`src/rtl/reg_access_bridge.sv`:
```
// -----------------------------------------------------------------------------
// reg_access_bridge
//
// Upstream master-side stage for the controlling register block. It accepts
// one register request at a time over a valid/ready handshake, drives the
// register strobe bus, samples read_data and returns a response over a second
// valid/ready handshake. Only one transaction is ever outstanding.
//
// Optional feature macro: REG_BRIDGE_RANGE_CHECK_EN
//   Defined     : requests outside [ADDR_MIN, ADDR_MAX] issue no strobe and
//                 are answered one cycle after acceptance with rsp_err=1.
//   Not defined : every request is forwarded and rsp_err stays 0.
//
// Ports
//   clock, reset        clock; asynchronous active-low reset
//   req_valid/req_ready request handshake
//   req_write           1 = write, 0 = read
//   req_addr/req_wdata  request address / write data
//   rsp_valid/rsp_ready response handshake
//   rsp_rdata/rsp_err   read data (0 for writes) / error flag
//   address             register bus address (held until the next acceptance)
//   write_enable        one-cycle register write strobe
//   write_data          register write data (held until the next acceptance)
//   read_enable         register read strobe, high for RD_LAT+1 cycles
//   read_data           register read data, captured at the end of the read
// -----------------------------------------------------------------------------
module reg_access_bridge #(
    parameter int                ADDR_W   = 33,
    parameter int                WDATA_W  = 33,
    parameter int                RDATA_W  = 21,
    parameter int                RD_LAT   = 1,
    parameter logic [ADDR_W-1:0] ADDR_MIN = '0,
    parameter logic [ADDR_W-1:0] ADDR_MAX = 'hFF
) (
    input  logic               clock,
    input  logic               reset,
    input  logic               req_valid,
    output logic               req_ready,
    input  logic               req_write,
    input  logic [ADDR_W-1:0]  req_addr,
    input  logic [WDATA_W-1:0] req_wdata,
    output logic               rsp_valid,
    input  logic               rsp_ready,
    output logic [RDATA_W-1:0] rsp_rdata,
    output logic               rsp_err,
    output logic [ADDR_W-1:0]  address,
    output logic               write_enable,
    output logic [WDATA_W-1:0] write_data,
    output logic               read_enable,
    input  logic [RDATA_W-1:0] read_data
);

    // Refuse to build with a latency the 4-bit counter cannot hold or with an
    // empty legal address window.
    if (RD_LAT < 0 || RD_LAT > 15 || ADDR_MIN > ADDR_MAX) begin : g_bad_config
        $error("reg_access_bridge: RD_LAT must be 0..15 and ADDR_MIN <= ADDR_MAX");
    end

    localparam logic [3:0] RD_LAT_CNT = 4'(RD_LAT);

    typedef enum logic [1:0] {
        IDLE = 2'd0,
        WR   = 2'd1,
        RD   = 2'd2,
        RSP  = 2'd3
    } state_t;

    state_t     state_reg;
    logic [3:0] lat_cnt_reg;   // remaining extra read cycles
    logic       addr_ok;       // request address may be forwarded

`ifdef REG_BRIDGE_RANGE_CHECK_EN
    logic addr_low_ok;

    // A zero lower bound is always satisfied; skip the compare so it does not
    // degenerate into an always-true unsigned comparison.
    if (ADDR_MIN == '0) begin : g_low_free
        assign addr_low_ok = 1'b1;
    end else begin : g_low_cmp
        assign addr_low_ok = (req_addr >= ADDR_MIN);
    end

    assign addr_ok = addr_low_ok && (req_addr <= ADDR_MAX);
`else
    assign addr_ok = 1'b1;
`endif

    always_ff @(posedge clock or negedge reset) begin
        if (!reset) begin
            state_reg    <= IDLE;
            lat_cnt_reg  <= '0;
            req_ready    <= 1'b0;
            rsp_valid    <= 1'b0;
            rsp_rdata    <= '0;
            rsp_err      <= 1'b0;
            address      <= '0;
            write_enable <= 1'b0;
            write_data   <= '0;
            read_enable  <= 1'b0;
        end else begin
            case (state_reg)
                IDLE: begin
                    // req_ready comes out of reset low and rises here on the
                    // first edge; afterwards it is already high in IDLE.
                    req_ready <= 1'b1;
                    if (req_valid && req_ready) begin
                        req_ready  <= 1'b0;
                        address    <= req_addr;
                        write_data <= req_wdata;
                        if (!addr_ok) begin
                            // Out-of-window request: answer immediately, no strobe.
                            state_reg <= RSP;
                            rsp_valid <= 1'b1;
                            rsp_err   <= 1'b1;
                            rsp_rdata <= '0;
                        end else if (req_write) begin
                            state_reg    <= WR;
                            write_enable <= 1'b1;
                        end else begin
                            state_reg   <= RD;
                            read_enable <= 1'b1;
                            lat_cnt_reg <= RD_LAT_CNT;
                        end
                    end
                end

                WR: begin
                    write_enable <= 1'b0;
                    rsp_valid    <= 1'b1;
                    rsp_rdata    <= '0;
                    rsp_err      <= 1'b0;
                    state_reg    <= RSP;
                end

                RD: begin
                    if (lat_cnt_reg == 4'd0) begin
                        // Last read cycle: sample and drop the strobe together.
                        read_enable <= 1'b0;
                        rsp_rdata   <= read_data;
                        rsp_err     <= 1'b0;
                        rsp_valid   <= 1'b1;
                        state_reg   <= RSP;
                    end else begin
                        lat_cnt_reg <= lat_cnt_reg - 4'd1;
                    end
                end

                RSP: begin
                    if (rsp_ready) begin
                        rsp_valid <= 1'b0;
                        req_ready <= 1'b1;
                        state_reg <= IDLE;
                    end
                end

                default: begin
                    state_reg <= IDLE;
                end
            endcase
        end
    end

endmodule

```
`config.mk`:
```
export PLATFORM = sky130hd
export DESIGN_NAME = reg_access_bridge
export DESIGN_NICKNAME = d
export VERILOG_FILES = /design/src/rtl/reg_access_bridge.sv
export SDC_FILE = /design/constraint.sdc
export NUM_CORES = 1
export LEC_CHECK = 0
export ABC_AREA = 0
export CORE_UTILIZATION = 41
export CTS_BUF_LIST = sky130_fd_sc_hd__clkbuf_4 sky130_fd_sc_hd__clkbuf_8 sky130_fd_sc_hd__clkbuf_16
export DETAILED_ROUTE_END_ITERATION = 6
export GPL_ROUTABILITY_DRIVEN = 0
export PLACE_DENSITY = 0.84
export SLEW_MARGIN = 20
export SYNTH_ARGS = -nofsm -noshare
export SYNTH_HDL_FRONTEND = slang
export SYNTH_SLANG_ARGS = --single-unit
```
`constraint.sdc`:
```
create_clock -name clock -period 2 [get_ports clock]
set_input_delay 0.4 -clock clock [delete_from_list [all_inputs] [get_ports clock]]
set_output_delay 0.4 -clock clock [all_outputs]
set_load 0.02 [all_outputs]
```
==> results of run 1 <==
[layout make-up]
class	instances	area [um^2]
Fill cell	722	3180
Sequential cell	97	2430
Timing Repair Buffer	193	1930
Multi-Input combinational cell	183	1420
Tap cell	129	161
Clock buffer	10	131
Clock inverter	6	43.8
Inverter	9	33.8
[per-layer routing]
metal  track usage (%)  vias to the layer above  wire (um)
met5                 0                        -          0
met4              7.47                        0        203
met3              3.95                       19        493
met2              35.2                      106       5140
met1              23.2                     1465       3730
li1                  -                     1418          -
[Yosys cell counts (all sizes together)]
cell,number
dfrtp,97
mux2,68
nand2,47
o21ai,30
buf,13
inv,9
ha,7
a31oi,4
clkbuf,4
nand3,4
nor3,3
a22oi,2
nand2b,2
nor2,2
o21a,2
o31ai,2
a211oi,1
a221oi,1
a22o,1
conb,1
mux2i,1
nor3b,1
o311ai,1
o31a,1
or3b,1
or4,1
[worst reg2reg max path: stages (launching register included)]
cell and delay, ns:
dfrtp_1 0.42, inv_1 0.10, ha_1 0.29, nand3_2 0.20, buf_12 0.27, mux2_2 0.37
[where the power goes]
part / switching [W] / internal [W] / total, W / leakage (nW)
clock network: 0.000689 / 0.000469 / 0.00116 / 0.0783
registers: 0.000529 / 0.00294 / 0.00347 / 1.19
logic: 0.00274 / 0.00279 / 0.00552 / 1.33
total: 0.00396 / 0.00620 / 0.0102 / 2.59
[placed cells by master (no fill, tap or decap), drive strengths merged, types with 2 or more instances in the layout]
master / instances
clkdlybuf4s50: 181
dfrtp: 97
mux2: 68
nand2: 47
o21ai: 30
buf: 11
inv: 10
clkbuf: 10
ha: 7
a31oi: 4
clkinvlp: 4
nand3: 4
nor3: 3
nand2b: 2
a22oi: 2
o21a: 2
o31ai: 2
nor2: 2
[repair_timing]
item                                    CTS  global route
endpoints found under the hold margin    19             0
hold buffers                              1             0
endpoints found under the setup margin    0             0
[cell families after synthesis]
group | Yosys count | synth area share, %
adder cells (fa/ha/maj) | 7 | 2.20
other | 1 | 0.0942
AND/OR/NAND/NOR | 61 | 6.82
buffers and inverters | 26 | 3.55
flip-flops | 97 | 61.0
AO/OA/AOI/OAI | 45 | 6.85
multiplexers | 69 | 19.5
[worst max-delay path by stage]
stage,from,endpoint
finish,req_ready,req_ready
CTS,req_ready,req_ready
global placement,req_valid,lat_cnt_reg[1]
floorplan,state_reg[0],state_reg[0]
global route,req_ready,req_ready
detailed placement,req_valid,lat_cnt_reg[1]
[through the flow]
stage	total power [W]	util (%)	hold slack [ns]	std cells	area (um^2)
6_report	0.0102	65.9	0.482	627	6140
5_1_grt	0.0108	65.9	0.522	627	6140
4_1_cts	0.0103	65.9	0.490	627	6140
3_5_place_dp	0.00908	63.9	0.392	610	5960
3_3_place_gp	0.00889	63.9	0.383	610	5960
2_1_floorplan	0.00652	-	0.104	306	3980
==> impl_results.md, run 1 <==
- Synthesis-to-finish area growth: 54.4%
- Skew final: about 0.010 ns
- I/O pin count: 184
- Crit-path cells: clkdlybuf4s50_1
- Syn Std Cell Area: between 3000 and 4000 um^2
- Setup crit end kind: output pin
- Hold_sp: rsp_rdata[13]
- GRT Total Usage: 19.6%
- Startpoint types: register
- Clock sink count: 97
- CTS clock-pin slew for the worst setup and hold paths: around 0.090 ns
- Routed vias: 3008
- Routed length per placed instance: 15.3 um
- Die area: a little over 10000 um^2
- Routed Antenna Nets: 0
- Starting Density: 42.7%
- Biggest regs: address (33), write_data (33), rsp_rdata (21)
- Yosys cell types: 32
- Status: finished, final reports clean
- Hold depth: 2
- Mean Syn Cell Area: around 13 um^2
- Setup ws final: between 0.07 and 0.08 ns
- Diodes inserted: 0
- Worst R2R Path Depth: 5
- First-pass GRT wire length: 15300 um
- Slew Limit Fails: 0
- CTS H-tree lvls: 3
- CP required: roughly 1.6 ns
- Cts bufs inserted: 9
- Final #Nets: 592
- Final WL: 9570 um
- Crit-path leading delay family: buffers and inverters
- Yosys warnings: 0
- Largest area contributor in the netlist: dfrtp_1
- Post_cts resized: 0
- Row count: 35
- Gr ovfl total: 0
- Tcrit/Tclk final: 96.2%
- Leakage Power: 2.59 nW
- Vias in the first global route: just over 3000
- Fmax: 520 MHz
- P per Cell Area: 1650 nW/um^2
- Setup Slack @ Placement: 0.0820 ns
- Crit Path Max Fanout: 7
- CTS root buf: clkbuf_8
- RSZ-0062 raised after global routing: no
- Worst Path Arrival: 1.52 ns
- Share of cells above drive strength 1: between 20% and 30%
- Cell depth of the worst setup path: 1
- Path type of the worst setup path: register to output pin
- Flops & latches, synth: 97
- Largest net degree at the start of global routing: 44
- First-pass detailed-route iteration total: 4
- IR drop worst, VDD: 0.799 mV
- Die H: 101 um
- Final setup violation count: 0
- CTS tree: built
- Critical path's slowest cell: clkdlybuf4s50_1
- Synth top area cells: dfrtp_1 (61%), mux2_2 (19%), nand2_1 (4.3%), o21ai_0 (3.6%), ha_1 (2.2%)
- Buffer count from post-CTS setup fixing: 0
- Crit-path max cell delay: approximately 0.70 ns
- Port buffer count: around 180
- FF-to-FF setup slack: 0.23 ns
- Sequential cell area fraction in the yosys report: 61.0%
- Synth top area share: 61.0%
- WP buf/inv: 1
- Period minus WS final: 1.92 ns
- Clock Path Buffers: 2
- Min-Delay Endpoint: rsp_rdata[13]
- Hold crit path type: register to register
- Worst-skew pair later-pin latency: 0.35 ns
- Starting DRT DRC Count: 69
- Post-Syn Instances: around 310
- Core Region: 9330 um^2
- Drt drc: 0
- Endpoints failing hold: 0
- Hpwl dp: 7120 um
- Initial antenna violation count: 0
- Terminus of the critical flop-to-flop path: write_data[12]
- Vias per cell: roughly 4.8
- Syn Nets: between 400 and 500
- Worst r2r src: state_reg[0]
- Max-cap viol count: 0
- Die width: 101 um
- Setup TNS: 0 ns
(Power assumes the default switching activity.)
==> run 2, diff against run 1 <==
--- a/config.mk
+++ b/config.mk
@@ -5,13 +5,14 @@
 export SDC_FILE = /design/constraint.sdc
 export NUM_CORES = 1
 export LEC_CHECK = 0
-export ABC_AREA = 0
+export ABC_AREA = 1
 export CORE_UTILIZATION = 41
 export CTS_BUF_LIST = sky130_fd_sc_hd__clkbuf_4 sky130_fd_sc_hd__clkbuf_8 sky130_fd_sc_hd__clkbuf_16
 export DETAILED_ROUTE_END_ITERATION = 6
 export GPL_ROUTABILITY_DRIVEN = 0
-export PLACE_DENSITY = 0.84
+export PLACE_DENSITY = 0.83
 export SLEW_MARGIN = 20
 export SYNTH_ARGS = -nofsm -noshare
 export SYNTH_HDL_FRONTEND = slang
 export SYNTH_SLANG_ARGS = --single-unit
+export TNS_END_PERCENT = 20
==> impl_results.md, run 2 <==
- Status: finished, final reports clean
- Share of cells above drive strength 1: 4.51%
- Post-synthesis async set-or-reset flop share: 100%
- Startpoint types: register
- Period minus WS final: between 1.5 and 2 ns
- Tcrit/Tclk final: 88.0%
- First-pass GRT wire length: 17000 um
- Biggest regs: address (33), write_data (33), rsp_rdata (21)
- Post-Syn Instances: 459
- Slew Limit Fails: 0
- Leakage Power: approximately 3.0 nW
- IR drop worst, VDD: 0.619 mV
- CTS root buf: clkbuf_8
- Placed Area: 5920 um^2
- Final WL: 10500 um
- Hpwl dp: ~8000 um
- CTS tree: built
- Crit-path max cell delay: 0.64 ns
- Synthesis-to-finish area growth: 52.0%
- Commonest non-fill, non-tap cell in the layout: nand2_1
- Clock Path Buffers: 2
- Routed length per placed instance: about 14 um
- Sequential Area: 2430 um^2
- Vias per cell: 4.70
- Multi-input gate area: 1370 um^2
- Synth top area share: 60.4%
- Most frequent cells in the layout: nand2_1 (269), clkdlybuf4s50_1 (181), dfrtp_1 (97), o21ai_0 (17)
- Row count: 35
- P per Cell Area: roughly 1500 nW/um^2
- Crit-path cells: clkdlybuf4s50_1
- Die H: 101 um
- Largest net degree at the start of global routing: 61
- Cts bufs inserted: 9
- RSZ-0062 raised after global routing: no
- Syn Std Cell Area: slightly above 4000 um^2
- Diodes inserted: 0
- Largest area contributor in the netlist: dfrtp_1
- Hold slack: 0.478 ns
- Setup Slack @ Placement: 0.208 ns
- Path type of the worst setup path: register to output pin
- CP required: 1.60 ns
- Vias in the first global route: 3558
- Fill count: 775
- Starting DRT DRC Count: 107
- Power, Total: between 0.009 and 0.01 W
- Worst-skew pair later-pin latency: 0.36 ns
- Flops & latches, synth: 97
- Synth top area cells: dfrtp_1 (60%), nand2_1 (25%), buf_6 (2.5%), ha_1 (2.2%), o21ai_0 (2.1%)
- Int Pwr: 0.00523 W
- Die area: 10200 um^2
- Sw power: 0.00385 W
- Critical path's slowest cell: clkdlybuf4s50_1
- Combinational share of power: 51.7%
- CTS H-tree lvls: 3
- Crit Path Max Fanout: 3
- Port buffer count: 182
- First-pass detailed-route iteration total: 4
- Yosys warnings: 0
- Most common cell in the synthesized netlist: nand2_1
- Initial antenna violation count: 0
- Switching Fraction: ~42%
- Worst Path Arrival: around 1.4 ns
- Endpoints failing hold: 0
- Setup ws final: around 0.24 ns
- Design Area, Final: 6110 um^2
- Syn Nets: 558
- Crit-path leading delay family: buffers and inverters
- Routed vias: 3628
- WP buf/inv: 1
- Clock share of power: 13.3%
- Core Region: 9370 um^2
- Gr ovfl total: 0
- Hold crit path type: register to register
- Die width: 101 um
- Commonest cells post-synth: nand2_1 (269), dfrtp_1 (97), o21ai_0 (17)
- Sequential cell area fraction in the yosys report: about three fifths
- Yosys cell types: 19
- Skew final: 0.0138 ns
- Number of synthesized flops with an enable pin: 0
- Routed Antenna Nets: 0
- CTS clock-pin slew for the worst setup and hold paths: roughly 0.090 ns
- I/O pin count: 184
- Setup crit end kind: output pin
- Final setup violation count: 0
- Top FF cell, synth: dfrtp_1
- Starting Density: between 40% and 50%
- Final #Nets: 737
- Max-cap viol count: 0
- Buffer count from post-CTS setup fixing: 0
- Fmax: 568 MHz
- Drt drc: 0
- Sequential share of power: about a third
- Setup TNS: 0 ns
- Clock sink count: 97
- GRT Total Usage: between 20 and 25%
- Mean Syn Cell Area: 8.76 um^2
-- run 2: repair_timing --
item,4_1_cts,5_1_grt
resized for setup,0,0
endpoints found under the hold margin,23,0
hold buffers,1,0
-- run 2: cell type report --
cell class                      count  area share [%]
Inverter                           14           0.860
Sequential cell                    97            39.7
Clock inverter                      7            1.00
Clock buffer                        9            2.03
Timing Repair Buffer              190            31.4
Multi-Input combinational cell    326            22.3
Tap cell                          129            2.64
-- run 2: worst paths after layout --
| check | endpoint | slack (ns) | startpoint | cells past startpoint |
|---|---|---|---|---|
| worst max-delay path | req_ready | 0.24 | req_ready | 1 |
| worst min-delay path | write_data[7] | 0.48 | write_data[7] | 2 |
| worst max register to register | lat_cnt_reg[3] | 0.36 | state_reg[1] | 8 |
| worst min register to register | write_data[7] | 0.48 | write_data[7] | 2 |
| max in group asynchronous | address[10] | 0.87 | reset | 3 |
| min in group asynchronous | write_data[31] | 0.49 | reset | 2 |
-- run 2: layer usage --
metal	share of wire [%]	GRT usage, %	up-vias	wire, um
li1	-	-	1767	-
met3	6.7	4.51	10	702
met1	40	25.7	1731	4250
met2	52	38.9	120	5470
met4	1.2	7.36	0	127
met5	0	0	-	0
-- run 2: kinds of logic after synthesis --
| logic type | after synthesis | share of synthesized area [%] |
|---|---|---|
| AO/OA/AOI/OAI | 33 | 4.20 |
| XOR/XNOR | 1 | 0.218 |
| buffers and inverters | 36 | 5.69 |
| other | 1 | 0.0933 |
| adder cells (fa/ha/maj) | 7 | 2.18 |
| AND/OR/NAND/NOR | 284 | 27.3 |
| flip-flops | 97 | 60.4 |
-- run 2: worst register-to-register path: cells and delay by family (launching register included) --
family                     cells  cell delay (ns)
DFF                            1             0.44
buffers and inverters          2             0.27
AOI/OAI and AO/OA              1             0.15
and+or+nand+nor                4             0.44
adders and majority gates      1             0.28
-- run 2: power by group through the flow --
stage	clock (W)	sequential [W]	combinational, W
final	0.00121	0.00317	0.00469
after global routing	0.00134	0.00326	0.00515
after detailed placement	0	0.00321	0.00474
after global placement	0	0.00318	0.00458
after floorplan	0	0.00406	0.00190
after CTS	0.00125	0.00318	0.00475
-- run 2: stage by stage --
step	util (%)	instances
detailed placement	63.1	755
global placement	63.1	755
floorplan	-	459
CTS	65.2	772
finish	65.2	772
global route	65.2	772
==> run 3, diff against run 2 <==
--- a/config.mk
+++ b/config.mk
@@ -6,11 +6,12 @@
 export NUM_CORES = 1
 export LEC_CHECK = 0
 export ABC_AREA = 1
-export CORE_UTILIZATION = 41
+export CORE_UTILIZATION = 45
 export CTS_BUF_LIST = sky130_fd_sc_hd__clkbuf_4 sky130_fd_sc_hd__clkbuf_8 sky130_fd_sc_hd__clkbuf_16
 export DETAILED_ROUTE_END_ITERATION = 6
 export GPL_ROUTABILITY_DRIVEN = 0
-export PLACE_DENSITY = 0.83
+export PLACE_DENSITY = 0.9
+export SKIP_LAST_GASP = 1
 export SLEW_MARGIN = 20
 export SYNTH_ARGS = -nofsm -noshare
 export SYNTH_HDL_FRONTEND = slang
==> constraint.sdc (replaced) <==
create_clock -name clock -period 2.2 [get_ports clock]
set_input_delay 0.44 -clock clock [delete_from_list [all_inputs] [get_ports clock]]
set_output_delay 0.44 -clock clock [all_outputs]
set_load 0.02 [all_outputs]
==> impl_results.md, run 3 (synthesized netlist as in run 2, its figures left out) <==
- CTS tree: built
- WP buf/inv: 3
- Startpoint types: register
- Die width: 96.5 um
- Worst Tran Pin Value: 1.06 ns
- Buffer count from post-CTS setup fixing: 0
- Die area: 9320 um^2
- Cts bufs inserted: 9
- Fill count: ~680
- Crit Path Max Fanout: 66
- Endpoints failing hold: 0
- Commonest non-fill, non-tap cell in the layout: nand2_1
- CP required: 2.48 ns
- Diodes inserted: 0
- Slew Limit Fails: 0
- IR drop worst, VDD: 1.45 mV
- Switching Fraction: 41.8%
- Setup TNS: 0 ns
- Crit-path leading delay family: buffers and inverters
- Core Region: 8680 um^2
- Hpwl dp: approximately 7400 um
- Vias in the first global route: 3405
- Final setup violation count: 0
- Clock Path Buffers: 2
- Initial antenna violation count: 0
- CTS root buf: clkbuf_8
- Period minus WS final: about 2.0 ns
- RSZ-0062 raised after global routing: no
- Starting DRT DRC Count: 143
- Worst-skew pair later-pin latency: 0.35 ns
- Worst Path Arrival: 2.26 ns
- Routed Antenna Nets: 0
- Starting Density: 46.3%
- CTS clock-pin slew for the worst setup and hold paths: 0.09 ns
- Most frequent cells in the layout: nand2_1 (269), clkdlybuf4s50_1 (181), dfrtp_1 (97), o21ai_0 (17)
- Final WL: 10200 um
- Clock sink count: between 90 and 100
- Int Pwr: 0.00474 W
- Sw power: 0.00341 W
- Fmax: ~500 MHz
- Critical path's slowest cell: inv_2
- Setup crit end kind: register
- Path type of the worst setup path: register to register
- Share of cells above drive strength 1: slightly below 4%
- Routed vias: roughly 3600
- Combinational share of power: 51.5%
- Synthesis-to-finish area growth: 49.7%
- First-pass GRT wire length: between 15000 and 20000 um
- Port buffer count: about 180
- Crit-path max cell delay: 0.73 ns
- Gr ovfl total: 0
- Final #Nets: 732
- Largest net degree at the start of global routing: 98
- Drt drc: 0
- Hold buffer count at cts: 0
- P per Cell Area: 1350 nW/um^2
- Status: finished, final reports clean
- Crit-path cells: inv_1 -> ha_1 -> inv_2 -> nor2_4 -> inv_2 -> nand2_1 -> nand2_1
- Power, Total: 0.00815 W
- Max_slew headroom: 29.3%
- Routed length per placed instance: between 10 and 15 um
- Die H: roughly 97 um
- GRT Total Usage: 21.6%
- Row count: 34
- Sequential share of power: 35.5%
- Tcrit/Tclk final: between 90% and 100%
- I/O pin count: 184
- Biggest regs: address (33), write_data (33), rsp_rdata (21)
- First-pass detailed-route iteration total: 4
- CTS H-tree lvls: 3
- Max-cap viol count: 0
- Clock share of power: about an eighth
- Post_cts resized: 0
- Leakage Power: 2.92 nW
- Hold crit path type: primary input to asynchronous set/reset pin
- Vias per cell: 4.81
- Skew final: 0.0153 ns
==> run 3: per-stage QoR <==
stage	setup WS, ns	instance area (um^2)	std cells	hold WS [ns]	utilization, %
after floorplan	0.844	4020	459	0.144	-
after global placement	0.137	5830	730	0.453	67.2
after detailed placement	0.0684	5830	730	0.457	67.2
after CTS	0.216	6020	746	0.155	69.3
after global routing	0.00905	6020	746	0.166	69.3
final	0.216	6020	746	0.135	69.3
==> run 3: routing by layer <==
layer | up-vias | GRT usage [%] | wire length [um]
met4 | 0 | 6.37 | 111
met3 | 13 | 3.44 | 553
li1 | 1741 | - | -
met5 | - | 0 | 0
met1 | 1711 | 26.2 | 4180
met2 | 124 | 39.4 | 5380
==> run 3: cell type report <==
| cell class | count | area, um^2 | share of cell area, % |
|---|---|---|---|
| Clock buffer | 11 | 145 | 2.41 |
| Clock inverter | 5 | 38.8 | 0.644 |
| Inverter | 14 | 52.6 | 0.873 |
| Multi-Input combinational cell | 326 | 1370 | 22.7 |
| Sequential cell | 97 | 2430 | 40.3 |
| Tap cell | 108 | 135 | 2.25 |
| Timing Repair Buffer | 185 | 1850 | 30.8 |
==> run 3: path summary, 6_finish.rpt <==
path / slack [ns] / cells past startpoint / start / endpoint
worst max-delay path: 0.22 / 7 / state_reg[0] / address[7]
worst min-delay path: 0.13 / 2 / reset / address[30]
worst max register to register: 0.22 / 7 / state_reg[0] / address[7]
worst min register to register: 0.48 / 2 / address[10] / address[10]
max in group asynchronous: 1.69 / 2 / reset / rsp_rdata[14]
min in group clock: 0.48 / 2 / address[10] / address[10]
==> run 3: power by group through the flow <==
| stage | Combinational, W | Clock (W) | Sequential (W) |
|---|---|---|---|
| floorplan | 0.00173 | 0 | 0.00369 |
| detailed placement | 0.00424 | 0 | 0.00292 |
| CTS | 0.00425 | 0.00109 | 0.00289 |
| global route | 0.00462 | 0.00117 | 0.00297 |
| finish | 0.00420 | 0.00106 | 0.00289 |
| global placement | 0.00409 | 0 | 0.00290 |
